--- src/rtl/exe_pkg.sv ---
// Types and constants shared by the execution-unit arbiter and the execution unit.
package exe_pkg;

  typedef enum logic [1:0] {
    ST_IDLE  = 2'd0,
    ST_ISSUE = 2'd1,
    ST_WAIT  = 2'd2,
    ST_RESP  = 2'd3
  } state_t;

  typedef logic req_id_t;

  localparam int unsigned CNT_W = 3;

  localparam logic [1:0] OP_ADD = 2'd0;
  localparam logic [1:0] OP_SUB = 2'd1;
  localparam logic [1:0] OP_AND = 2'd2;
  localparam logic [1:0] OP_SRA = 2'd3;

endpackage

--- src/rtl/exe_arbiter_if.sv ---
// Requester, execution-unit and response signals of exe_arbiter; slave is the arbiter side.
interface exe_arbiter_if #(
  parameter int unsigned m = 4,
  parameter int unsigned n = 2
);
  logic         i_req0_valid;
  logic         i_req1_valid;
  logic [n-1:0] i_req0_oper;
  logic [n-1:0] i_req1_oper;
  logic [m-1:0] i_req0_argA;
  logic [m-1:0] i_req0_argB;
  logic [m-1:0] i_req1_argA;
  logic [m-1:0] i_req1_argB;
  logic         o_req0_ready;
  logic         o_req1_ready;
  logic [n-1:0] o_exe_oper;
  logic [m-1:0] o_exe_argA;
  logic [m-1:0] o_exe_argB;
  logic [m-1:0] i_exe_result;
  logic [1:0]   i_exe_status;
  logic         o_rsp_valid;
  logic         i_rsp_ready;
  logic         o_rsp_id;
  logic [m-1:0] o_rsp_result;
  logic [1:0]   o_rsp_status;

  modport slave (
    input  i_req0_valid, i_req1_valid, i_req0_oper, i_req1_oper,
           i_req0_argA, i_req0_argB, i_req1_argA, i_req1_argB,
           i_exe_result, i_exe_status, i_rsp_ready,
    output o_req0_ready, o_req1_ready, o_exe_oper, o_exe_argA, o_exe_argB,
           o_rsp_valid, o_rsp_id, o_rsp_result, o_rsp_status
  );

  modport master (
    output i_req0_valid, i_req1_valid, i_req0_oper, i_req1_oper,
           i_req0_argA, i_req0_argB, i_req1_argA, i_req1_argB,
           i_exe_result, i_exe_status, i_rsp_ready,
    input  o_req0_ready, o_req1_ready, o_exe_oper, o_exe_argA, o_exe_argB,
           o_rsp_valid, o_rsp_id, o_rsp_result, o_rsp_status
  );
endinterface

--- src/rtl/rr_arbiter2.sv ---
// Two-way grant selection. EXE_ARBITER_RR_EN: round-robin on ties; otherwise requester 0 wins.
module rr_arbiter2
  import exe_pkg::*;
(
  input  logic    i_clk,
  input  logic    i_rsn,
  input  logic    i_valid0,
  input  logic    i_valid1,
  input  logic    i_take,
  output logic    o_gnt_vld,
  output req_id_t o_gnt_id
);

  req_id_t ptr_q;

`ifdef EXE_ARBITER_RR_EN
  // Pointer favours whoever lost the most recent grant.
  always_ff @(posedge i_clk or negedge i_rsn) begin
    if (!i_rsn)      ptr_q <= 1'b0;
    else if (i_take) ptr_q <= ~o_gnt_id;
  end
`else
  logic unused_take;
  assign unused_take = i_take;

  always_ff @(posedge i_clk or negedge i_rsn) begin
    if (!i_rsn) ptr_q <= 1'b0;
    else        ptr_q <= 1'b0;
  end
`endif

  always_comb begin
    o_gnt_vld = i_valid0 | i_valid1;
    o_gnt_id  = 1'b0;
    if (i_valid0 && i_valid1) o_gnt_id = ptr_q;
    else if (i_valid1)        o_gnt_id = 1'b1;
  end

endmodule

--- src/rtl/exe_arbiter.sv ---
// Shares one execution unit between two requesters, one operation in flight.
// Optional macro EXE_ARBITER_RR_EN selects round-robin instead of fixed priority.
module exe_arbiter
  import exe_pkg::*;
#(
  parameter int unsigned m   = 4,
  parameter int unsigned n   = 2,
  parameter int unsigned LAT = 1
) (
  input  logic         i_clk,
  input  logic         i_rsn,
  exe_arbiter_if.slave bus
);

  state_t           state_q, state_d;
  logic [CNT_W-1:0] cnt_q;
  logic [n-1:0]     oper_q;
  logic [m-1:0]     arga_q, argb_q, result_q;
  logic [1:0]       status_q;
  req_id_t          id_q;
  logic             gnt_vld;
  req_id_t          gnt_id;
  logic             take;

  assign take = (state_q == ST_IDLE) && gnt_vld;

  rr_arbiter2 u_arb (
    .i_clk    (i_clk),
    .i_rsn    (i_rsn),
    .i_valid0 (bus.i_req0_valid),
    .i_valid1 (bus.i_req1_valid),
    .i_take   (take),
    .o_gnt_vld(gnt_vld),
    .o_gnt_id (gnt_id)
  );

  always_ff @(posedge i_clk or negedge i_rsn) begin
    if (!i_rsn) state_q <= ST_IDLE;
    else        state_q <= state_d;
  end

  always_comb begin
    state_d = state_q;
    case (state_q)
      ST_IDLE:  if (gnt_vld) state_d = ST_ISSUE;
      ST_ISSUE: state_d = ST_WAIT;
      ST_WAIT:  if (cnt_q == CNT_W'(1)) state_d = ST_RESP;
      ST_RESP:  if (bus.i_rsp_ready) state_d = ST_IDLE;
      default:  state_d = ST_IDLE;
    endcase
  end

  // Accept pulse is combinational so it lands in the grant cycle; gated while in reset.
  always_comb begin
    bus.o_req0_ready = 1'b0;
    bus.o_req1_ready = 1'b0;
    bus.o_rsp_valid  = 1'b0;
    if (i_rsn) begin
      case (state_q)
        ST_IDLE: begin
          bus.o_req0_ready = gnt_vld && !gnt_id;
          bus.o_req1_ready = gnt_vld && gnt_id;
        end
        ST_RESP: bus.o_rsp_valid = 1'b1;
        default: ;
      endcase
    end
  end

  // Operand capture doubles as the execution-unit drive; result captured on the last wait cycle.
  always_ff @(posedge i_clk or negedge i_rsn) begin
    if (!i_rsn) begin
      cnt_q    <= '0;
      oper_q   <= '0;
      arga_q   <= '0;
      argb_q   <= '0;
      id_q     <= 1'b0;
      result_q <= '0;
      status_q <= '0;
    end else begin
      case (state_q)
        ST_IDLE: if (take) begin
          id_q   <= gnt_id;
          oper_q <= gnt_id ? bus.i_req1_oper : bus.i_req0_oper;
          arga_q <= gnt_id ? bus.i_req1_argA : bus.i_req0_argA;
          argb_q <= gnt_id ? bus.i_req1_argB : bus.i_req0_argB;
        end
        ST_ISSUE: cnt_q <= CNT_W'(LAT);
        ST_WAIT: begin
          cnt_q <= cnt_q - CNT_W'(1);
          if (cnt_q == CNT_W'(1)) begin
            result_q <= bus.i_exe_result;
            status_q <= bus.i_exe_status;
          end
        end
        default: ;
      endcase
    end
  end

  assign bus.o_exe_oper   = oper_q;
  assign bus.o_exe_argA   = arga_q;
  assign bus.o_exe_argB   = argb_q;
  assign bus.o_rsp_id     = id_q;
  assign bus.o_rsp_result = result_q;
  assign bus.o_rsp_status = status_q;

endmodule
--- src/flat_wrapper.sv ---
// flat-port wrapper written by rule: the top's interface ports become plain ports
module exe_arbiter_flat import exe_pkg::*;
#(
  parameter int unsigned m   = 4,
  parameter int unsigned n   = 2,
  parameter int unsigned LAT = 1
)
  (i_clk, i_rsn, bus_i_req0_valid, bus_i_req1_valid, bus_i_req0_oper, bus_i_req1_oper, bus_i_req0_argA, bus_i_req0_argB, bus_i_req1_argA, bus_i_req1_argB, bus_i_exe_result, bus_i_exe_status, bus_i_rsp_ready, bus_o_req0_ready, bus_o_req1_ready, bus_o_exe_oper, bus_o_exe_argA, bus_o_exe_argB, bus_o_rsp_valid, bus_o_rsp_id, bus_o_rsp_result, bus_o_rsp_status);
  exe_arbiter_if #(.m(m), .n(n)) bus_i ();
  input  logic i_clk;
  input  logic i_rsn;
  input wire logic [$bits(bus_i.i_req0_valid)-1:0] bus_i_req0_valid;
  input wire logic [$bits(bus_i.i_req1_valid)-1:0] bus_i_req1_valid;
  input wire logic [$bits(bus_i.i_req0_oper)-1:0] bus_i_req0_oper;
  input wire logic [$bits(bus_i.i_req1_oper)-1:0] bus_i_req1_oper;
  input wire logic [$bits(bus_i.i_req0_argA)-1:0] bus_i_req0_argA;
  input wire logic [$bits(bus_i.i_req0_argB)-1:0] bus_i_req0_argB;
  input wire logic [$bits(bus_i.i_req1_argA)-1:0] bus_i_req1_argA;
  input wire logic [$bits(bus_i.i_req1_argB)-1:0] bus_i_req1_argB;
  input wire logic [$bits(bus_i.i_exe_result)-1:0] bus_i_exe_result;
  input wire logic [$bits(bus_i.i_exe_status)-1:0] bus_i_exe_status;
  input wire logic [$bits(bus_i.i_rsp_ready)-1:0] bus_i_rsp_ready;
  output wire logic [$bits(bus_i.o_req0_ready)-1:0] bus_o_req0_ready;
  output wire logic [$bits(bus_i.o_req1_ready)-1:0] bus_o_req1_ready;
  output wire logic [$bits(bus_i.o_exe_oper)-1:0] bus_o_exe_oper;
  output wire logic [$bits(bus_i.o_exe_argA)-1:0] bus_o_exe_argA;
  output wire logic [$bits(bus_i.o_exe_argB)-1:0] bus_o_exe_argB;
  output wire logic [$bits(bus_i.o_rsp_valid)-1:0] bus_o_rsp_valid;
  output wire logic [$bits(bus_i.o_rsp_id)-1:0] bus_o_rsp_id;
  output wire logic [$bits(bus_i.o_rsp_result)-1:0] bus_o_rsp_result;
  output wire logic [$bits(bus_i.o_rsp_status)-1:0] bus_o_rsp_status;
  assign bus_i.i_req0_valid = bus_i_req0_valid;
  assign bus_i.i_req1_valid = bus_i_req1_valid;
  assign bus_i.i_req0_oper = bus_i_req0_oper;
  assign bus_i.i_req1_oper = bus_i_req1_oper;
  assign bus_i.i_req0_argA = bus_i_req0_argA;
  assign bus_i.i_req0_argB = bus_i_req0_argB;
  assign bus_i.i_req1_argA = bus_i_req1_argA;
  assign bus_i.i_req1_argB = bus_i_req1_argB;
  assign bus_i.i_exe_result = bus_i_exe_result;
  assign bus_i.i_exe_status = bus_i_exe_status;
  assign bus_i.i_rsp_ready = bus_i_rsp_ready;
  assign bus_o_req0_ready = bus_i.o_req0_ready;
  assign bus_o_req1_ready = bus_i.o_req1_ready;
  assign bus_o_exe_oper = bus_i.o_exe_oper;
  assign bus_o_exe_argA = bus_i.o_exe_argA;
  assign bus_o_exe_argB = bus_i.o_exe_argB;
  assign bus_o_rsp_valid = bus_i.o_rsp_valid;
  assign bus_o_rsp_id = bus_i.o_rsp_id;
  assign bus_o_rsp_result = bus_i.o_rsp_result;
  assign bus_o_rsp_status = bus_i.o_rsp_status;
  exe_arbiter #(.m(m), .n(n), .LAT(LAT)) u_core (.i_clk(i_clk), .i_rsn(i_rsn), .bus(bus_i));
endmodule
--- config.mk ---
export PLATFORM = sky130hd
export DESIGN_NAME = exe_arbiter_flat
export DESIGN_NICKNAME = d
export VERILOG_FILES = /design/src/rtl/exe_pkg.sv /design/src/rtl/exe_arbiter_if.sv /design/src/rtl/rr_arbiter2.sv /design/src/rtl/exe_arbiter.sv /design/src/flat_wrapper.sv
export SDC_FILE = /design/constraint.sdc
export NUM_CORES = 1
export LEC_CHECK = 0
export CAP_MARGIN = 20
export CORE_MARGIN = 8
export CORE_UTILIZATION = 35
export CTS_CLUSTER_DIAMETER = 80
export DETAILED_ROUTE_END_ITERATION = 6
export PLACE_DENSITY = 0.77
export RECOVER_POWER = 25
export SYNTH_ARGS = -nofsm -noshare
export SYNTH_HDL_FRONTEND = slang
export SYNTH_SLANG_ARGS = --single-unit
--- constraint.sdc ---
create_clock -name i_clk -period 1.59 [get_ports i_clk]
set_clock_uncertainty 0.05 [all_clocks]
set_input_delay 0.2385 -clock i_clk [delete_from_list [all_inputs] [get_ports i_clk]]
set_output_delay 0.2385 -clock i_clk [all_outputs]
set_load 0.02 [all_outputs]
==> results.md, run 1 <==
- Layout area overhead: 71.5%
- Antenna violations before repair: 0
- Synth cell types: 21
- Hold buffer count at CTS: 0
- Largest net degree at the start of global routing: 15
- Layout fillers: about 250
- Final Hold Fails: 0
- WL/cell: roughly 17 µm
- Critical Path AT: ~1.3 ns
- # IOs: 51
- Max-slew violations: 0
- # port buffers: 50
- DP HPWL: 2430 µm
- CP endpoint kind: primary output
- Worst slack, placed: -0.357 ns
- Synth warn: 0
- Routed vias/inst: approximately 5.3
- Reg-to-reg startpoint: u_core.state_q[1]$_DFFE_PN0P_
- WL final: 3090 µm
- Max cap viols: 0
- Syn_area_per_cell: approximately 13 µm²
- Post-route insts no fill: ~190
- RSZ-0062 raised after global routing: yes
- Worst Setup SP: u_core.state_q[1]$_DFFE_PN0P_
- R2R depth: 7
- CTS Buf Count: 3
- Remaining DRCs: 0
- Die height: between 70 and 80 µm
- Reg2Reg Capture Point: u_core.state_q[0]$_DFFE_PN0P_
- DRT Pass-1 Iters: 4
- Pwr Total: 3350 µW
- ANT nets after route: 0
- Status: completed
- Reg2reg setup slack: 0.09 ns
- Final Cell Area: 1830 µm²
- Max Freq: 0.643 GHz
- Gpl congestion: 0.822
- Worst hold-check path type: in2async
- Cell Pwr Density: 1830 nW/µm²
- Final setup TNS: 0 ns
- Leak: roughly 0.00088 µW
- Clock Sinks: 22
- CP Class: reg2out
- Fin crit period: 1.56 ns
- Fin crit share: 97.8%
- Die area: 5070 µm²
- Clock Path Buffers: 2
- Cells after synthesis: 85
- Final setup margin: 0.0342 ns
- First-pass GRT wire length: 5070 µm
- Routed via count: 987
- Multi-input logic area: 517 µm²
- Area after DPL: 1670 µm²
- H-tree depth: 1
- First DRT Iteration DRCs: 76
- Worst setup SP type: flop
- Core Box Area: approximately 3000 µm²
- Req. time, crit path: 1.30 ns
- Root Buffer: clkbuf_4
- Grt total ovfl: 0
- Layout cells sized above 1: 26.8%
- Post-synthesis sequential area ratio: 51.6%
- Synthesized area: 1070 µm²
- Slew @ Worst Pin: 0.245 ns
- Starting Density: 35.8%
- CP max FO: 3
- Placed cells: 177
- Antenna Cells: 0
- VDD IR-drop max: slightly below 700 µV
- Syn_nets: roughly 120
- Final Setup Violations: 0
- Layout Nets: between 150 and 200
- Clock Latency Late Sink: 0.31 ns
- Vias in the first global route: 1037
- Clk slew on worst S/H paths: between 0.1 and 0.15 ns
- Reg area: 551 µm²
- Num rows: 20
- Register bit total from synthesis: 22
- Setup crit end: bus_o_req0_ready
- GRT Total Usage: 12.5%
- CTS tree: done
- Relative slew slack: 83.5%
- Die Width: 71.2 µm
[state kept, by name, summed over array words and instances, names as in the netlist]
| register | count |
|---|---|
| u_core.bus.o_exe_oper | 2 |
| u_core.bus.o_exe_argA | 4 |
| u_core.bus.o_rsp_result | 4 |
| u_core.bus.o_rsp_status | 2 |
| u_core.state_q | 2 |
| u_core.cnt_q | 3 |
| u_core.bus.o_exe_argB | 4 |
| u_core.bus.o_rsp_id | 1 |
[per-stage QoR]
| step | util (%) | hold slack (ns) |
|---|---|---|
| final | 61.4 | 0.299 |
| after floorplan | - | -0.107 |
| after CTS | 58.0 | 0.278 |
| after global placement | 56.2 | 0.439 |
| after detailed placement | 56.2 | 0.440 |
| after global routing | 61.4 | 0.309 |
[logic make-up after synthesis]
| kind of cell | count (synthesis) | synth area share (%) |
|---|---|---|
| compound gates | 28 | 21.2 |
| flops | 22 | 51.6 |
| simple gates | 12 | 7.16 |
| buf+inv | 9 | 4.69 |
| mux | 8 | 8.22 |
| fa+ha+maj | 6 | 7.04 |
[timing repair]
action / 4_1_cts / 5_1_grt
resized for setup: 35 / 17
setup endpoints to repair: 19 / 14
hold endpoints to repair: 0 / 0
pin swaps: 0 / 2
buffers inserted: 0 / 5
[layout make-up]
class | count | share of cell area (%)
clock buffers | 3 | 1.23
clock inverters | 1 | 1.64
inverters | 5 | 1.03
multi-input cells | 54 | 28.3
flip-flops and latches | 22 | 30.1
well taps | 33 | 2.26
repair buffers | 68 | 35.5
[power breakdown]
group	internal [µW]	switching, µW	leakage [µW]
Combinational	1040	924	0.000587
Clock	255	170	0.0000279
Sequential	828	135	0.000268
Total	2120	1230	0.000883
[cells in the final DEF (no fill, tap or decap)]
cell type,synthesis,routed
a211o_1,1,1
a21oi_1,4,4
a22o_1,21,21
and2_4,0,1
and3_1,3,1
and3_4,0,2
buf_4,0,14
buf_6,2,6
buf_8,0,1
bufinv_16,0,1
clkbuf_4,0,3
clkdlybuf4s50_1,0,30
dfrtp_1,22,22
dlygate4sd2_1,0,14
dlymetal6s2s_1,0,3
ha_1,6,3
ha_2,0,1
ha_4,0,2
inv_1,5,3
inv_2,0,2
mux2_2,6,6
mux2i_1,2,2
nand2_1,1,1
nand2b_1,1,1
nand3b_1,2,2
nor2b_1,2,2
nor3b_4,0,1
nor4_1,1,1
o21ai_0,1,1
o21ai_2,1,1
[synthesized netlist by cell type]
master / n / area (µm²)
o21ai_0: 1 / 5.00
mux2_2: 6 / 67.6
clkbuf_1: 1 / 3.75
nor3b_1: 1 / 7.51
nand2b_1: 1 / 6.26
and2_1: 1 / 6.26
ha_1: 6 / 75.1
a211o_1: 1 / 8.76
inv_1: 5 / 18.8
nand3b_1: 2 / 15.0
buf_6: 2 / 22.5
buf_2: 1 / 5.00
and3_1: 3 / 18.8
nand2_1: 1 / 3.75
nor4_1: 1 / 6.26
dfrtp_1: 22 / 551
mux2i_1: 2 / 20.0
a21oi_1: 4 / 20.0
nor2b_1: 2 / 12.5
a22o_1: 21 / 184
o21ai_2: 1 / 8.76
[worst min path at each step]
stage	cells past startpoint	slack [ns]	endpoint	startpoint
6_report	2	0.30	u_core.cnt_q[0]$_DFFE_PN0P_	i_rsn
3_3_place_gp	1	0.44	u_core.bus.o_exe_argB[1]$_DFFE_PN0P_	u_core.bus.o_exe_argB[1]$_DFFE_PN0P_
5_1_grt	2	0.31	u_core.cnt_q[0]$_DFFE_PN0P_	i_rsn
2_1_floorplan	0	-0.11	u_core.bus.o_exe_argA[0]$_DFFE_PN0P_	i_rsn
3_5_place_dp	1	0.44	u_core.bus.o_exe_oper[1]$_DFFE_PN0P_	u_core.bus.o_exe_oper[1]$_DFFE_PN0P_
4_1_cts	2	0.28	u_core.cnt_q[0]$_DFFE_PN0P_	i_rsn
[metal layers]
| metal | part of all wire [%] | up-vias | global-route usage, % |
|---|---|---|---|
| met3 | 10 | 4 | 4.80 |
| li1 | - | 455 | - |
| met5 | 0 | - | 0 |
| met1 | 40 | 483 | 14.8 |
| met2 | 48 | 45 | 19.6 |
| met4 | 1.4 | 0 | 5.54 |
[worst max-delay path: stages, from the launching register on]
cell and delay [ns]:
dfrtp_1 0.42, inv_2 0.09, ha_4 0.16, and3_4 0.18, buf_6 0.11
(Power assumes the default switching activity.)
==> inputs of run 2 (changes only) <==
--- a/config.mk
+++ b/config.mk
@@ -6,7 +6,6 @@
 export NUM_CORES = 1
 export LEC_CHECK = 0
 export CAP_MARGIN = 20
-export CORE_MARGIN = 8
 export CORE_UTILIZATION = 35
 export CTS_CLUSTER_DIAMETER = 80
 export DETAILED_ROUTE_END_ITERATION = 6
@@ -14,4 +13,5 @@
 export RECOVER_POWER = 25
 export SYNTH_ARGS = -nofsm -noshare
 export SYNTH_HDL_FRONTEND = slang
+export SYNTH_HIERARCHICAL = 1
 export SYNTH_SLANG_ARGS = --single-unit
==> run 2 against run 1 <==
The run now ends with design-rule violations, negative setup slack left; critical path type is now in2out; largest power group unchanged; first-iteration DRC count decreased by 51%; combinational power hardly changed; utilization is 2.3 points higher; non-clock buffer count is 2 lower; routed wire length is 15% lower; synthesized area rose by 2.2%; critical path depth increased by 1; clock power is 2% higher; final area down 0.55%; die area shrank 34%; flip-flop and latch count is the same; cell count is 4.8% higher.
==> results.md, run 2 <==
- Worst setup SP type: primary input
- Critical Path AT: 1.39 ns (+0.12 ns)
- Fin crit share: 105% (+7.5 points)
- Clk slew on worst S/H paths: 0.12 ns (about the same)
- Max-slew violations: 0 (unchanged)
- Reg2Reg Capture Point: u_core/state_q[1]$_DFFE_PN0P_
- Commonest cells in the synthesized netlist: 22 x dfrtp_1, 12 x nor2_1, 11 x a21oi_1, 11 x mux2i_1
- DRT Pass-1 Iters: 6 (+2)
- CP endpoint kind: primary output
- # port buffers: 50 (unchanged)
- Layout area overhead: 66.8%
- Most frequent cells in the layout: 30 x clkdlybuf4s50_1, 22 x dfrtp_1, 16 x buf_4
- Remaining DRCs: 7 (+7)
- Reg2reg setup slack: 0.04 ns (-0.05 ns)
- RSZ-0062 raised after global routing: yes
- Post-synthesis sequential area ratio: 50.5% (-1.1 points)
- Routed via count: 966 (-2.1%)
- Largest net degree at the start of global routing: 16 (+1)
- Final Setup Violations: 3 (+3)
- Antenna violations before repair: 0 (unchanged)
- Clock Latency Late Sink: 0.31 ns (about the same)
- Asr flop ratio synth: 100% (unchanged)
- Fin crit period: 1.67 ns (+0.119 ns)
- Reg-to-reg startpoint: u_core/state_q[0]$_DFFE_PN0P_
- Max cap viols: 0 (unchanged)
- CP Class: in2out
- Layout Nets: 202 (+5.8%)
- GRT Total Usage: 15.9% (+3.3 points)
- WL/cell: 13.4 µm (-19%)
- Synthesized area: 1090 µm² (+2.2%)
- Status: finished, violations left
- R2R depth: 6 (-1)
- Clock Path Buffers: 2 (unchanged)
- Gpl congestion: 0.785 (-4.5%)
- Worst hold-check path type: in2async
- Routed vias/inst: 4.95 (-6.6%)
- Crit-path cells: clkdlybuf4s50_1 > or2_1 > and2_4 > and3_4 > buf_6
- Syn_nets: 136 (+11%)
- Placed cells: 188 (+6.2%)
- First DRT Iteration DRCs: 37 (-51%)
- Leak: 0.000851 µW (-3.6%)
- Synth warn: 6 (+6)
- DP HPWL: 2030 µm (-16%)
- Grt total ovfl: 0 (unchanged)
- First-pass GRT wire length: 4100 µm (-19%)
- Top post-synthesis cells by area: dfrtp_1 51%, mux2i_1 10%, mux2_2 7.2%
- Cell Pwr Density: 1840 nW/µm² (+0.31%)
- Most common cell after layout, fill and taps aside: clkdlybuf4s50_1
- Cells after synthesis: 99 (+16%)
- Starting Density: 38.2% (+2.4 points)
- Root Buffer: clkbuf_4
- Synth cell types: 23 (+9.5%)
- VDD IR-drop max: 1100 µV (+59%)
- Final setup TNS: -0.148 ns (-0.148 ns)
- Clock Sinks: 22 (unchanged)
- CP max stage delay: 0.41 ns (about the same)
- Final setup margin: -0.0846 ns (-0.119 ns)
- Top-count cell post-synth: dfrtp_1
- Final core utilization: 63.7% (+2.3 points)
- Req. time, crit path: 1.30 ns (about the same)
- Layout cells sized above 1: 25.0% (-1.8 points)
- Post-route insts no fill: 195 (+4.8%)
- Die Width: 57.8 µm (-19%)
- Relative slew slack: 82.1% (-1.4 points)
- CP max FO: 3 (unchanged)
- WL final: 2610 µm (-15%)
- Slew @ Worst Pin: 0.268 ns (+0.0232 ns)
- Num rows: 19 (-5.0%)
- Max Freq: 0.597 GHz (-7.1%)
- Die height: 57.8 µm (-19%)
- CTS tree: done
- Largest area contributor in the netlist: dfrtp_1
- Final Hold Fails: 0 (unchanged)
- Die area: 3340 µm² (-34%)
- Vias in the first global route: 1020 (-1.6%)
- Slowest cell on crit path: clkdlybuf4s50_1
- Core Box Area: 2850 µm² (-4.2%)
- Top-area cell type share of the netlist area: 50.5% (-1.1 points)
- ANT nets after route: 0 (unchanged)
- # IOs: 51 (unchanged)
- CTS Buf Count: 3 (unchanged)
- H-tree depth: 1 (unchanged)
- Register bit total from synthesis: 22 (unchanged)
- EDFF count, synth: 0 (unchanged)
- Antenna Cells: 0 (unchanged)
- Failing checks: design-rule violations, negative setup slack
- Syn_area_per_cell: 11.0 µm² (-12%)
- Most used DFF post-synth: dfrtp_1
-- run 2: worst max path at each step --
stage | to | slack [ns] | cells after the start | from
2_1_floorplan | bus_o_req0_ready | 0.04 | 7 | u_core/state_q[0]$_DFFE_PN0P_
3_3_place_gp | bus_o_req1_ready | -0.48 | 5 | bus_i_req1_valid
3_5_place_dp | bus_o_req1_ready | -0.52 | 5 | bus_i_req1_valid
4_1_cts | bus_o_req1_ready | -0.08 | 5 | u_core/state_q[0]$_DFFE_PN0P_
5_1_grt | bus_o_req1_ready | -0.12 | 5 | u_core/state_q[1]$_DFFE_PN0P_
6_report | bus_o_req1_ready | -0.08 | 5 | bus_i_req0_valid
-- run 2: critical path, delay by kind of cell --
family / cells / cell delay, ns
buffers and inverters: 2 / 0.53
and+or+nand+nor: 3 / 0.61
-- run 2: metrics by stage --
step,hold WS (ns),power [µW],cell area (µm²),setup WS (ns)
global route,0.317,3560,1820,-0.124
finish,0.298,3340,1820,-0.0846
CTS,0.293,3370,1800,-0.0836
detailed placement,0.442,2890,1710,-0.521
global placement,0.437,2820,1710,-0.478
floorplan,-0.107,2040,1100,0.0368
-- run 2: kinds of logic after synthesis --
logic type      count (synthesis)  synth area share [%]
buf+inv                        12                  4.82
fa+ha+maj                       6                  6.89
simple gates                   24                  11.6
compound gates                 17                  8.84
flops                          22                  50.5
mux                            18                  17.3
-- run 2: per-layer routing --
metal | share of wire, % | vias to the layer above | GRT usage [%]
li1 | - | 465 | -
met1 | 38 | 452 | 16.8
met2 | 50 | 46 | 30.2
met3 | 11 | 3 | 4.24
met4 | 1.4 | 0 | 5.10
met5 | 0 | - | 0
-- run 2: final cells by class --
| class | instances | area (µm²) |
|---|---|---|
| sequential | 22 | 551 |
| clock inverter | 1 | 30.0 |
| multi-input combinational | 65 | 528 |
| timing repair buffer | 66 | 622 |
| fill | 241 | 1030 |
| clock buffer | 3 | 22.5 |
| inverter | 7 | 26.3 |
| tap | 31 | 38.8 |
-- run 2: timing repair --
action                     CTS  global route
cloned                       0             0
resized for setup           37             8
setup buffers                5             0
setup endpoints to repair   22            11
hold buffers                 0             0
pin swaps                    2             2
-- run 2: power by group --
group / switching, µW / internal [µW]
Combinational: 947 / 989
Clock: 177 / 255
Sequential: 132 / 841
Total: 1260 / 2090
==> inputs of run 3 (changes only) <==
--- a/config.mk
+++ b/config.mk
@@ -5,6 +5,7 @@
 export SDC_FILE = /design/constraint.sdc
 export NUM_CORES = 1
 export LEC_CHECK = 0
+export ABC_CLOCK_PERIOD_IN_PS = 1590
 export CAP_MARGIN = 20
 export CORE_UTILIZATION = 35
 export CTS_CLUSTER_DIAMETER = 80
==> results of run 3 <==
Final layout, timing and power as in run 2 (identical DEF).
